===== config.mk =====
export PLATFORM = sky130hd
export DESIGN_NAME = sync_down_counter_jk
export DESIGN_NICKNAME = d
export VERILOG_FILES = /design/src/rtl/sync_down_counter_jk.sv
export SDC_FILE = /design/constraint.sdc
export NUM_CORES = 1
export LEC_CHECK = 0
export CORE_AREA = 2 2 39 41
export CTS_CLUSTER_DIAMETER = 120
export DETAILED_ROUTE_END_ITERATION = 8
export DIE_AREA = 0 0 41 43
export DONT_BUFFER_PORTS = 1
export PLACE_DENSITY = 0.57
export SKIP_LAST_GASP = 1
export SLEW_MARGIN = 0
export SYNTH_ARGS = -nofsm -noshare
export SYNTH_HDL_FRONTEND = slang
export SYNTH_SLANG_ARGS = --single-unit

===== constraint.sdc =====
create_clock -name clk -period 4.4 [get_ports clk]
set_clock_uncertainty 0.1 [all_clocks]
set_input_delay 0.88 -clock clk [delete_from_list [all_inputs] [get_ports clk]]
set_output_delay 0.88 -clock clk [all_outputs]
set_load 0.05 [all_outputs]

===== src/rtl/sync_down_counter_jk.sv =====
// Loadable synchronous down-counter / interval timer built from JK stages in toggle mode.
// Counts a preset down to zero, pulses tc for one cycle, then stops or auto-reloads.
module sync_down_counter_jk #(
  parameter int WIDTH = 4
) (
  input  logic             clk,
  input  logic             clear,
  input  logic             load,
  input  logic [WIDTH-1:0] load_value,
  input  logic             count_enable,
  input  logic             auto_reload,
  output logic [WIDTH-1:0] q,
  output logic             zero,
  output logic             tc,
  output logic             busy
);

  typedef enum logic [1:0] {
    IDLE = 2'd0,
    RUN  = 2'd1,
    DONE = 2'd2
  } state_t;

  state_t           state_q, state_d;
  logic [WIDTH-1:0] q_q, q_d;
  logic [WIDTH-1:0] reload_q, reload_d;
  logic             tc_q, tc_d;
  logic             dec_en;
  logic [WIDTH-1:0] t;
  logic [WIDTH-1:0] q_dec;

  always_ff @(posedge clk) begin
    if (!clear) begin
      state_q  <= IDLE;
      q_q      <= '0;
      reload_q <= '0;
      tc_q     <= 1'b0;
    end else begin
      state_q  <= state_d;
      q_q      <= q_d;
      reload_q <= reload_d;
      tc_q     <= tc_d;
    end
  end

  // Each JK stage has J=K=t[i]; a bit toggles only when all lower bits are 0.
  always_comb begin
    dec_en = (state_q == RUN) && count_enable && (q_q != '0);
    t      = '0;
    t[0]   = dec_en;
    for (int i = 1; i < WIDTH; i++) begin
      t[i] = t[i-1] & ~q_q[i-1];
    end
    q_dec = '0;
    for (int i = 0; i < WIDTH; i++) begin
      q_dec[i] = (t[i] & ~q_q[i]) | (~t[i] & q_q[i]);
    end
  end

  always_comb begin
    state_d  = state_q;
    q_d      = q_q;
    reload_d = reload_q;
    tc_d     = 1'b0;
    if (load) begin
      q_d      = load_value;
      reload_d = load_value;
      state_d  = (load_value != '0) ? RUN : DONE;
    end else begin
      case (state_q)
        RUN: begin
          if (count_enable) begin
            if (q_q == '0) begin
              // Only reachable after an auto-reload wrap to zero.
              q_d = reload_q;
            end else begin
              q_d = q_dec;
              if (q_q == WIDTH'(1)) begin
                tc_d = 1'b1;
                if (!auto_reload) state_d = DONE;
              end
            end
          end
        end
        default: begin
          state_d = state_q;
        end
      endcase
    end
  end

  assign q    = q_q;
  assign zero = (q_q == '0);
  assign tc   = tc_q;
  assign busy = (state_q == RUN);

endmodule


Yosys cells after proc, flatten, opt, wreduce, memory -nomap -nowiden
Cells that the tools add are included.
Widths: inputs -> output; s select.
{"block": "totals", "latch_bits": 0, "n_memories": 0, "ramBits": 0, "register_bits": 11, "input_bits": 9, "romBits": 0}
{"block": "classes", "n_mul": 0, "order_cmp": 0, "n_shift": 0, "reduce_logical": 11, "div": 0, "addsub": 0, "muxes": 12, "eq_ne": 4, "bitwise": 23}
{"op": "$mux 4", "n": 4}
{"op": "$mux 2", "n": 7}
{"op": "$not 1->1", "n": 11}
{"op": "$and 1x1->1", "n": 8}
{"op": "$reduce_bool 4->1", "n": 2}
{"op": "$reduce_bool 2->1", "n": 3}
{"op": "$reduce_and 5->1", "n": 1}
{"op": "$reduce_or 5->1", "n": 1}
{"op": "$eq 4x1->1 const B", "n": 1}
{"op": "$logic_not 4->1", "n": 1}
{"op": "$ne 2x2->1 const B", "n": 2}
{"op": "$or 1x1->1", "n": 4}
{"op": "$eq 2x1->1 const B", "n": 1}
{"op": "$logic_and 1x1->1", "n": 2}
{"op": "$reduce_and 2->1", "n": 1}
{"op": "$mux 1", "n": 1}

Depth between registers and ports, before layout
Gate-level depths: netlist (run 1).
{"block": "logic_depth", "depth_word": 13, "depth_mapped": 9}

Worst setup path after synthesis (run 1)
No wires, ideal clock.
{"block": "synth_path", "kind": "register to register", "from": "register q_q[2] (netlist: q[2])", "to": "register q_q[3] (netlist: q[3])", "path_buffers": 0, "path_stages_with_launch": 10, "slack_ps": 1782, "arrival_time_ps": 2423, "required_time_ps": 4205, "path_cell_list": "dfxtp_1 -> or4_4 -> inv_2 -> nor2_1 -> ha_1 -> ha_1 -> ha_1 -> a21oi_1 -> mux2i_1 -> a221oi_1"}
{"block": "synth_between", "word_cells_on_any_way": 15, "classes_between": "mux: 4; bitwise: 8; reduce/logical: 3"}
{"element": "start, declared", "line": "25", "rtl": "logic [WIDTH-1:0] q_q, q_d;"}
{"element": "start signal, assigned", "line": "40", "rtl": "q_q <= q_d;"}
{"element": "$logic_not 4->1"}
{"element": "via zero", "line": "13", "rtl": "output logic zero,"}
{"element": "$mux 4", "line": "73", "rtl": "if (q_q == '0) begin"}
{"element": "$mux 4", "line": "72", "rtl": "if (count_enable) begin"}
{"element": "$mux 4", "line": "70", "rtl": "case (state_q)"}
{"element": "$mux 4", "line": "65", "rtl": "if (load) begin"}
The timed path passes the listed nets, and every way through them passes these cells. The select of a mux whose other input is x is not followed.
A chain may end at the register's enable or synchronous reset.

Final worst setup path (run 1)
Ends and elaborated chain as after synthesis.

==> results list, run 1 <==
- The share of total power dissipated in combinational logic is 16.5%.
- Worst rel slew slack: 38.2%
- Share of final-layout standard cells stronger than drive strength 1: 10.4%
* Wirelength per Cell: 15.3 um
- Fmax: 357 MHz
- The clock passes through at most 2 buffers.
* Pin count of the biggest net entering global routing: 15
* Number of clock sinks: 11
- Count of hold-fix buffers inserted at cts: 0
- Number of endpoints failing setup at the final stage: 0
* Cells taking the most area after synthesis: sky130_fd_sc_hd__dfxtp_1, sky130_fd_sc_hd__mux2i_1, sky130_fd_sc_hd__a21oi_1
- Data required time of the worst path: 4470 ps
* Number of buffers created by CTS: 3
- Die Width: 41 um
* Final Hold Fails: 0
- TritonCTS built the clock tree.
- The clock network is responsible for 29.2% of the overall power.
* Critical Path AT: 2870 ps
- Dividing the detail-routed via count by the number of cells gives 5.86.
- STA classifies the critical path startpoint as a flop.
* Crit share post-route: 63.7%
- Setup slack on the critical path of the routed design comes to 1600 ps.
- For the pin with the worst max-slew slack, the measured transition is 926 ps.
* Starting Density: 42.5%
- Synth Register Bits: 11
- For this run, the register share of the synthesized area comes to 37.4%.
* DRT Pass-1 Iters: 2
- The run finished with clean final reports.
- In the routed design, unresolved DRC markers number 0.
- PD cells: 363 nW/um^2
- Diodes inserted: 0
- Of the total synthesized cell area, the portion taken by full adders, half adders and majority gates is 6.38%.
- Counting every instance in the synthesized netlist gives 64.
- The number of global-route vias before repair is 438.
- Final Non-Filler Cells: 83
- Placed Cells incl. Taps: 79
* Dominant combinational cell family by area after synthesis: compound AO/OA/AOI/OAI gates
- Number of different library cells in the post-synthesis netlist: 24
- Across the run, the number of max-cap violations was 0.
- Antenna Nets Post-Route: 0
- Switching power: 71.9 uW
* Crit Path Category: flop to flop
* Worst min-delay path category: flop to flop
- DRC violation total after the first TritonRoute iteration: 2
* Total Neg Setup Slack: 0 ps
* Worst Setup Slack post-DPL: 1610 ps
- The die covers 1760 sq um.
- Total number of H-tree levels: 1
- Final Cell Area: 629 sq um
- Parity-gate share of the synthesized area counting xor and xnor cells: 0%
- IO buf count: 0
* Fraction of power consumed by sequential logic: 54.3%
* Area fraction of the dominant cell type after synthesis: 37.4%
* Mean area per synthesized cell: 9.19 sq um
- Of all nets on the critical path, the largest fanout is 9.
* Final slew viol count: 0
- Leakage component of the power: 0.267 nW
* Yosys Warn Count: 0
* Min cycle time layout: 2800 ps
* Core outline area: 1380 sq um
- After synthesis the cells add up to 588 sq um.
- Of the post-synthesis cell area, the part taken by muxes is 8.51%.
- Hold timing on the final database bottoms out at a slack of 363 ps.
- The congestion estimate from routability-driven global placement came to 0.716.
- Unrepaired setup endpoints after global routing: no
* Routed wire length: 1270 um
- In this run the count of I/O pins placed on the die edge is 16.
- The die is 43 um tall.
- Measured on the finished design, the core utilization comes to 45.5%.
- In the final design database the tool counted 80 nets.
- The design draws 228 uW.
- Aggregate global-route resource usage: 17.0%
* Area Growth Syn to Fin: 7.02%
- Setup slack on the worst reg-to-reg path comes out at 1600 ps.
- Number of standard-cell rows in the floorplan: 14
* Number of setup buffers added after CTS: 0
* DP Wirelength: 969 um
- Clock input transition at the sequential cells of the worst setup and hold paths: 70 ps
- Clock latency on the worst-skew pair, taken at its later pin, is 260 ps.
- The tree is rooted in a sky130_fd_sc_hd__clkbuf_4.
* Crit end category: flop
- Worst vdd ir: 0.204 mV
- The synthesized netlist devotes 23.4% of its cell area to compound gates.
* Design internal power: 156 uW
* Via count: 486
- Most area-hungry cell type in the Yosys netlist: sky130_fd_sc_hd__dfxtp_1
- Once the clock tree was built, the resizer swapped 0 gates to a different size.
- After global routing the overflow that remains totals 0.
- Switching Fraction: 31.5%
- Total nets after synthesis: 76
- Summing all placed instances gives a cell area of 603 sq um.
- Of the total synthesized cell area, the portion taken by AND, OR, NAND and NOR gates is 19.6%.
- The first global-routing pass estimated 1990 um of wire.
- The initial antenna violation count was 0.
[cell usage in the layout, fill, tap and decap left out]
| cell type | instances |
|---|---|
| sky130_fd_sc_hd__o22ai_1 | 1 |
| sky130_fd_sc_hd__a221oi_1 | 1 |
| sky130_fd_sc_hd__o211ai_1 | 3 |
| sky130_fd_sc_hd__nor3_1 | 1 |
| sky130_fd_sc_hd__and3b_1 | 1 |
| sky130_fd_sc_hd__nor3_2 | 1 |
| sky130_fd_sc_hd__inv_2 | 1 |
| sky130_fd_sc_hd__nor4_1 | 1 |
| sky130_fd_sc_hd__o41ai_1 | 4 |
| sky130_fd_sc_hd__or4b_1 | 1 |
| sky130_fd_sc_hd__a21oi_1 | 8 |
| sky130_fd_sc_hd__mux2i_1 | 5 |
| sky130_fd_sc_hd__nor2_1 | 5 |
| sky130_fd_sc_hd__dfxtp_1 | 11 |
| sky130_fd_sc_hd__o21ai_0 | 3 |
| sky130_fd_sc_hd__nand3_1 | 1 |
| sky130_fd_sc_hd__nand2_1 | 2 |
| sky130_fd_sc_hd__nor2b_1 | 2 |
| sky130_fd_sc_hd__o311a_1 | 1 |
| sky130_fd_sc_hd__or4_4 | 1 |
| sky130_fd_sc_hd__clkbuf_1 | 1 |
| sky130_fd_sc_hd__inv_1 | 5 |
| sky130_fd_sc_hd__ha_1 | 3 |
| sky130_fd_sc_hd__clkbuf_4 | 3 |
| sky130_fd_sc_hd__nand3b_4 | 1 |
[Yosys cell counts]
cell type and instances:
sky130_fd_sc_hd__a21oi_1 8, sky130_fd_sc_hd__a221oi_1 1, sky130_fd_sc_hd__and3b_1 1, sky130_fd_sc_hd__buf_2 1
sky130_fd_sc_hd__dfxtp_1 11, sky130_fd_sc_hd__ha_1 3, sky130_fd_sc_hd__inv_1 5, sky130_fd_sc_hd__inv_2 1
sky130_fd_sc_hd__mux2i_1 5, sky130_fd_sc_hd__nand2_1 2, sky130_fd_sc_hd__nand3_1 1, sky130_fd_sc_hd__nand3b_4 1
sky130_fd_sc_hd__nor2_1 5, sky130_fd_sc_hd__nor2b_1 2, sky130_fd_sc_hd__nor3_1 1, sky130_fd_sc_hd__nor3_2 1
sky130_fd_sc_hd__nor4_1 1, sky130_fd_sc_hd__o211ai_1 3, sky130_fd_sc_hd__o21ai_0 3, sky130_fd_sc_hd__o22ai_1 1
sky130_fd_sc_hd__o311a_1 1, sky130_fd_sc_hd__o41ai_1 4, sky130_fd_sc_hd__or4_4 1, sky130_fd_sc_hd__or4b_1 1
[registers in the layout, indices dropped and copies added (netlist names)]
name,flops
state_q,2
tc,1
q,4
reload_q,4
[power by group through the flow]
stage	clock, mW	sequential [mW]	combinational [mW]
final	0.0666	0.124	0.0376
after global routing	0.0751	0.125	0.0418
after CTS	0.0695	0.124	0.0380
after detailed placement	0	0.126	0.0379
after global placement	0	0.126	0.0375
after floorplan	0	0.124	0.0345
[area by class of cell]
| cell class | count | area (sq um) |
|---|---|---|
| clock buffers | 4 | 26.3 |
| multi-input cells | 46 | 340 |
| inverters | 6 | 22.5 |
| fillers | 140 | 754 |
| well taps | 16 | 20.0 |
| flip-flops and latches | 11 | 220 |
[layer usage]
| metal | track usage [%] | vias up | wire length [um] |
|---|---|---|---|
| met5 | 0 | - | 0 |
| met4 | 8.00 | 0 | 14 |
| met3 | 4.19 | 2 | 104 |
| met2 | 23.8 | 13 | 578 |
| met1 | 23.7 | 223 | 573 |
| li1 | - | 248 | - |
[cells by family (layout without fill, tap and decap cells)]
| family | count (synthesis) | count (layout) |
|---|---|---|
| AOI/OAI and AO/OA | 21 | 21 |
| adders and majority gates | 3 | 3 |
| buffers and inverters | 7 | 10 |
| DFF | 11 | 11 |
| muxes | 5 | 5 |
| and+or+nand+nor | 17 | 17 |
[worst max-delay path, stage by stage (launching register included)]
cell and delay [ps]:
sky130_fd_sc_hd__dfxtp_1 550, sky130_fd_sc_hd__or4_4 670, sky130_fd_sc_hd__inv_2 230, sky130_fd_sc_hd__nor2_1 90, sky130_fd_sc_hd__ha_1 190, sky130_fd_sc_hd__ha_1 180, sky130_fd_sc_hd__ha_1 200, sky130_fd_sc_hd__a21oi_1 150
sky130_fd_sc_hd__mux2i_1 80, sky130_fd_sc_hd__a221oi_1 280
[worst paths after layout]
path	to	startpoint	depth (start not counted)
min	reload_q[3]	reload_q[3]	2
min reg2reg	reload_q[3]	reload_q[3]	2
max	q[3]	q[2]	9
max reg2reg	q[3]	q[2]	9
(Power assumes the default switching activity.)
==> run 2: changes to the inputs <==
==> constraint.sdc (replaced) <==
create_clock -name clk -period 2.7 [get_ports clk]
set_clock_uncertainty 0.1 [all_clocks]
set_input_delay 0.54 -clock clk [delete_from_list [all_inputs] [get_ports clk]]
set_output_delay 0.54 -clock clk [all_outputs]
set_load 0.05 [all_outputs]
==> results list, run 2 (same netlist as run 1, synthesis figures left out) <==
- FF-to-FF setup slack: 480 ps (was 1600 ps)
- The maximum root-to-sink buffer count came to 2 (unchanged).
- The total of cells resized after clock tree synthesis was 0 (unchanged).
* Largest fanout on the critical path: 4 (was 9)
* Number of clock sinks: 11 (unchanged)
* Die Area: 1760 sq um (unchanged)
- The detail-routed via count per cell is 5.83 (was 5.86).
- The total wire length after detailed routing is 1250 um (was 1270 um).
- Crit end category: flop (unchanged)
- Placer's final routability congestion estimate: 0.756 (was 0.716)
* DP Wirelength: 1000 um (was 969 um)
- The number of max-capacitance violations reported came to 0 (unchanged).
- Data required time of the worst path: 2770 ps (was 4470 ps)
* Crit share post-route: 82.3% (was 63.7%)
* Clock input transition at the sequential cells of the worst setup and hold paths: 60 ps (was 70 ps)
- Unrepaired setup endpoints after global routing: no (unchanged)
- The startpoint of the lowest-slack hold path is load (was reload_q[3]).
- The top achievable clock speed came to 450 MHz (was 357 MHz).
* Number of filler cells placed in the layout: 144 (was 140)
* Number of endpoints failing setup at the final stage: 0 (unchanged)
- Antenna Nets Post-Route: 0 (unchanged)
- The CTS tree is yes (unchanged).
- Terminating pin of the worst hold path: tc (was reload_q[3])
- Pin count of the biggest net entering global routing: 15 (unchanged)
- The insertion delay to the later sink of the worst-skew pair is 260 ps (about the same).
- The startpoint kind of the worst setup timing path was a flop (unchanged).
- The initial cell density of the core is 42.5% (unchanged).
- Total cell area at the placement stage: 648 sq um (was 603 sq um)
* DRC violation total after the first TritonRoute iteration: 4 (was 2)
- The type of the setup path with the least slack was flop to flop (unchanged).
- Total Neg Setup Slack: 0 ps (unchanged)
* Number of buffers created by CTS: 3 (unchanged)
- The final critical delay including setup and external delays is 2220 ps (was 2800 ps).
- The actual transition at the worst max-transition pin was 474 ps (was 926 ps).
- Die Width: 41 um (unchanged)
- The met3 wire length came to 78 um (was 104 um).
- Number of setup buffers added after CTS: 0 (unchanged)
- Diodes inserted: 0 (unchanged)
- Uppermost layer routed: met4 (unchanged)
* Met1 WL: 550 um (was 573 um)
- The final design instance area without fill is 674 sq um (was 629 sq um).
- Core outline area: 1380 sq um (unchanged)
* Worst min-delay path category: primary input to flop (was flop to flop)
* Area Growth Syn to Fin: 14.7% (was 7.02%)
* Critical Path AT: 2290 ps (was 2870 ps)
* Clock Tree Root: sky130_fd_sc_hd__clkbuf_4 (unchanged)
- The share of cells above drive strength 1 came to 17.8% (was 10.4%).
* Number of antenna violations at the first check in global routing: 0 (unchanged)
- R2R Path End: q[3] (unchanged)
- The H-tree depth reported by CTS came to 1 (unchanged).
- The final number of hold-violating endpoints was 0 (unchanged).
* Cell count of the worst reg-to-reg path: 9 (unchanged)
- Aggregate global-route resource usage: 17.0% (unchanged)
* Leakage component of the power: 0.298 nW (was 0.267 nW)
* PD cells: 566 nW/um^2 (was 363 nW/um^2)
- The cell count of the worst hold path was 1 (was 2).
- Run status: complete, no violations (unchanged)
* Global-route wire length before repair: 2060 um (was 1990 um)
* Final global-route overflow total: 0 (unchanged)
- The routed length per placed instance came to 14.0 um (was 15.3 um).
* DRC violation count after routing: 0 (unchanged)
- The top-level port count was 16 (unchanged).
- Worst vdd ir: 0.218 mV (was 0.204 mV)
* Critical register-to-register path startpoint: q[3] (was q[2])
- Number of global-route vias before repair: 479 (was 438)
- Number of standard-cell rows in the floorplan: 14 (unchanged)
- The wire length on met2 came to 606 um (was 578 um).
- The number of buffers added on ports is 0 (unchanged).
* DRT Pass-1 Iters: 4 (was 2)
- Most frequent standard cell in the layout excluding fill and tap cells: sky130_fd_sc_hd__dfxtp_1 (unchanged)
- Worst rel slew slack: 68.4% (was 38.2%)
* Most frequent cells in the layout: sky130_fd_sc_hd__dfxtp_1, sky130_fd_sc_hd__a21oi_1, sky130_fd_sc_hd__buf_4 (was sky130_fd_sc_hd__dfxtp_1, sky130_fd_sc_hd__a21oi_1, sky130_fd_sc_hd__inv_1, sky130_fd_sc_hd__nor2_1, sky130_fd_sc_hd__mux2i_1)
* Final slew viol count: 0 (unchanged)
- The total power is 382 uW (was 228 uW).
- Final layout net count: 86 (was 80)
* Placed Cells incl. Taps: 85 (was 79)
- Count of hold-fix buffers inserted at cts: 0 (unchanged)
- The die span in y was 43 um (unchanged).
- Final Non-Filler Cells: 89 (was 83)
- The routed via count came to 519 (was 486).
==> run 2: changes by cell type in the layout (fill, tap and decap cells not counted) <==
| cell | before | now |
|---|---|---|
| sky130_fd_sc_hd__buf_4 | 0 | 6 |
==> run 2: worst max path at each step <==
stage,startpoint,endpoint,slack (ps),depth (start not counted)
2_1_floorplan,q[2],q[3],80,9
3_3_place_gp,q[2],q[3],500,9
3_5_place_dp,q[3],q[3],470,9
4_1_cts,q[3],q[3],460,9
5_1_grt,q[2],q[3],300,9
6_report,q[3],q[3],480,9
==> run 2: layout make-up <==
cell class	count	area (sq um)	area share, %
Clock buffer	4	26.3	3.90
Tap cell	16	20.0	2.97
Sequential cell	11	220	32.7
Inverter	6	22.5	3.34
Multi-Input combinational cell	46	340	50.5
Timing Repair Buffer	6	45.0	6.68
==> run 2: per-layer routing <==
layer / global-route usage, % / vias to the layer above
met5: 0 / -
met4: 8.00 / 0
met3: 4.71 / 2
met2: 26.3 / 11
met1: 20.7 / 242
li1: - / 264
==> run 2: per-stage QoR <==
step,utilization [%],setup WS [ps],hold slack [ps]
5_1_grt,48.7,302,236
4_1_cts,48.7,456,241
2_1_floorplan,-,82.1,336
3_5_place_dp,46.8,471,357
6_report,48.7,479,252
3_3_place_gp,46.8,504,350
==> run 2: power by group <==
part / leakage (nW) / switching, mW / total [mW] / internal (mW)
Sequential: 0.0908 / 0.00652 / 0.179 / 0.172
Combinational: 0.192 / 0.0608 / 0.0956 / 0.0348
Clock: 0.0150 / 0.0501 / 0.107 / 0.0571
==> run 2: critical path: stages, from the launching register on <==
cell and delay, ps:
sky130_fd_sc_hd__dfxtp_1 320, sky130_fd_sc_hd__or4_4 550, sky130_fd_sc_hd__inv_2 70, sky130_fd_sc_hd__nor2_1 50, sky130_fd_sc_hd__ha_1 180, sky130_fd_sc_hd__ha_1 180, sky130_fd_sc_hd__ha_1 200, sky130_fd_sc_hd__a21oi_1 140
sky130_fd_sc_hd__mux2i_1 80, sky130_fd_sc_hd__a221oi_1 260
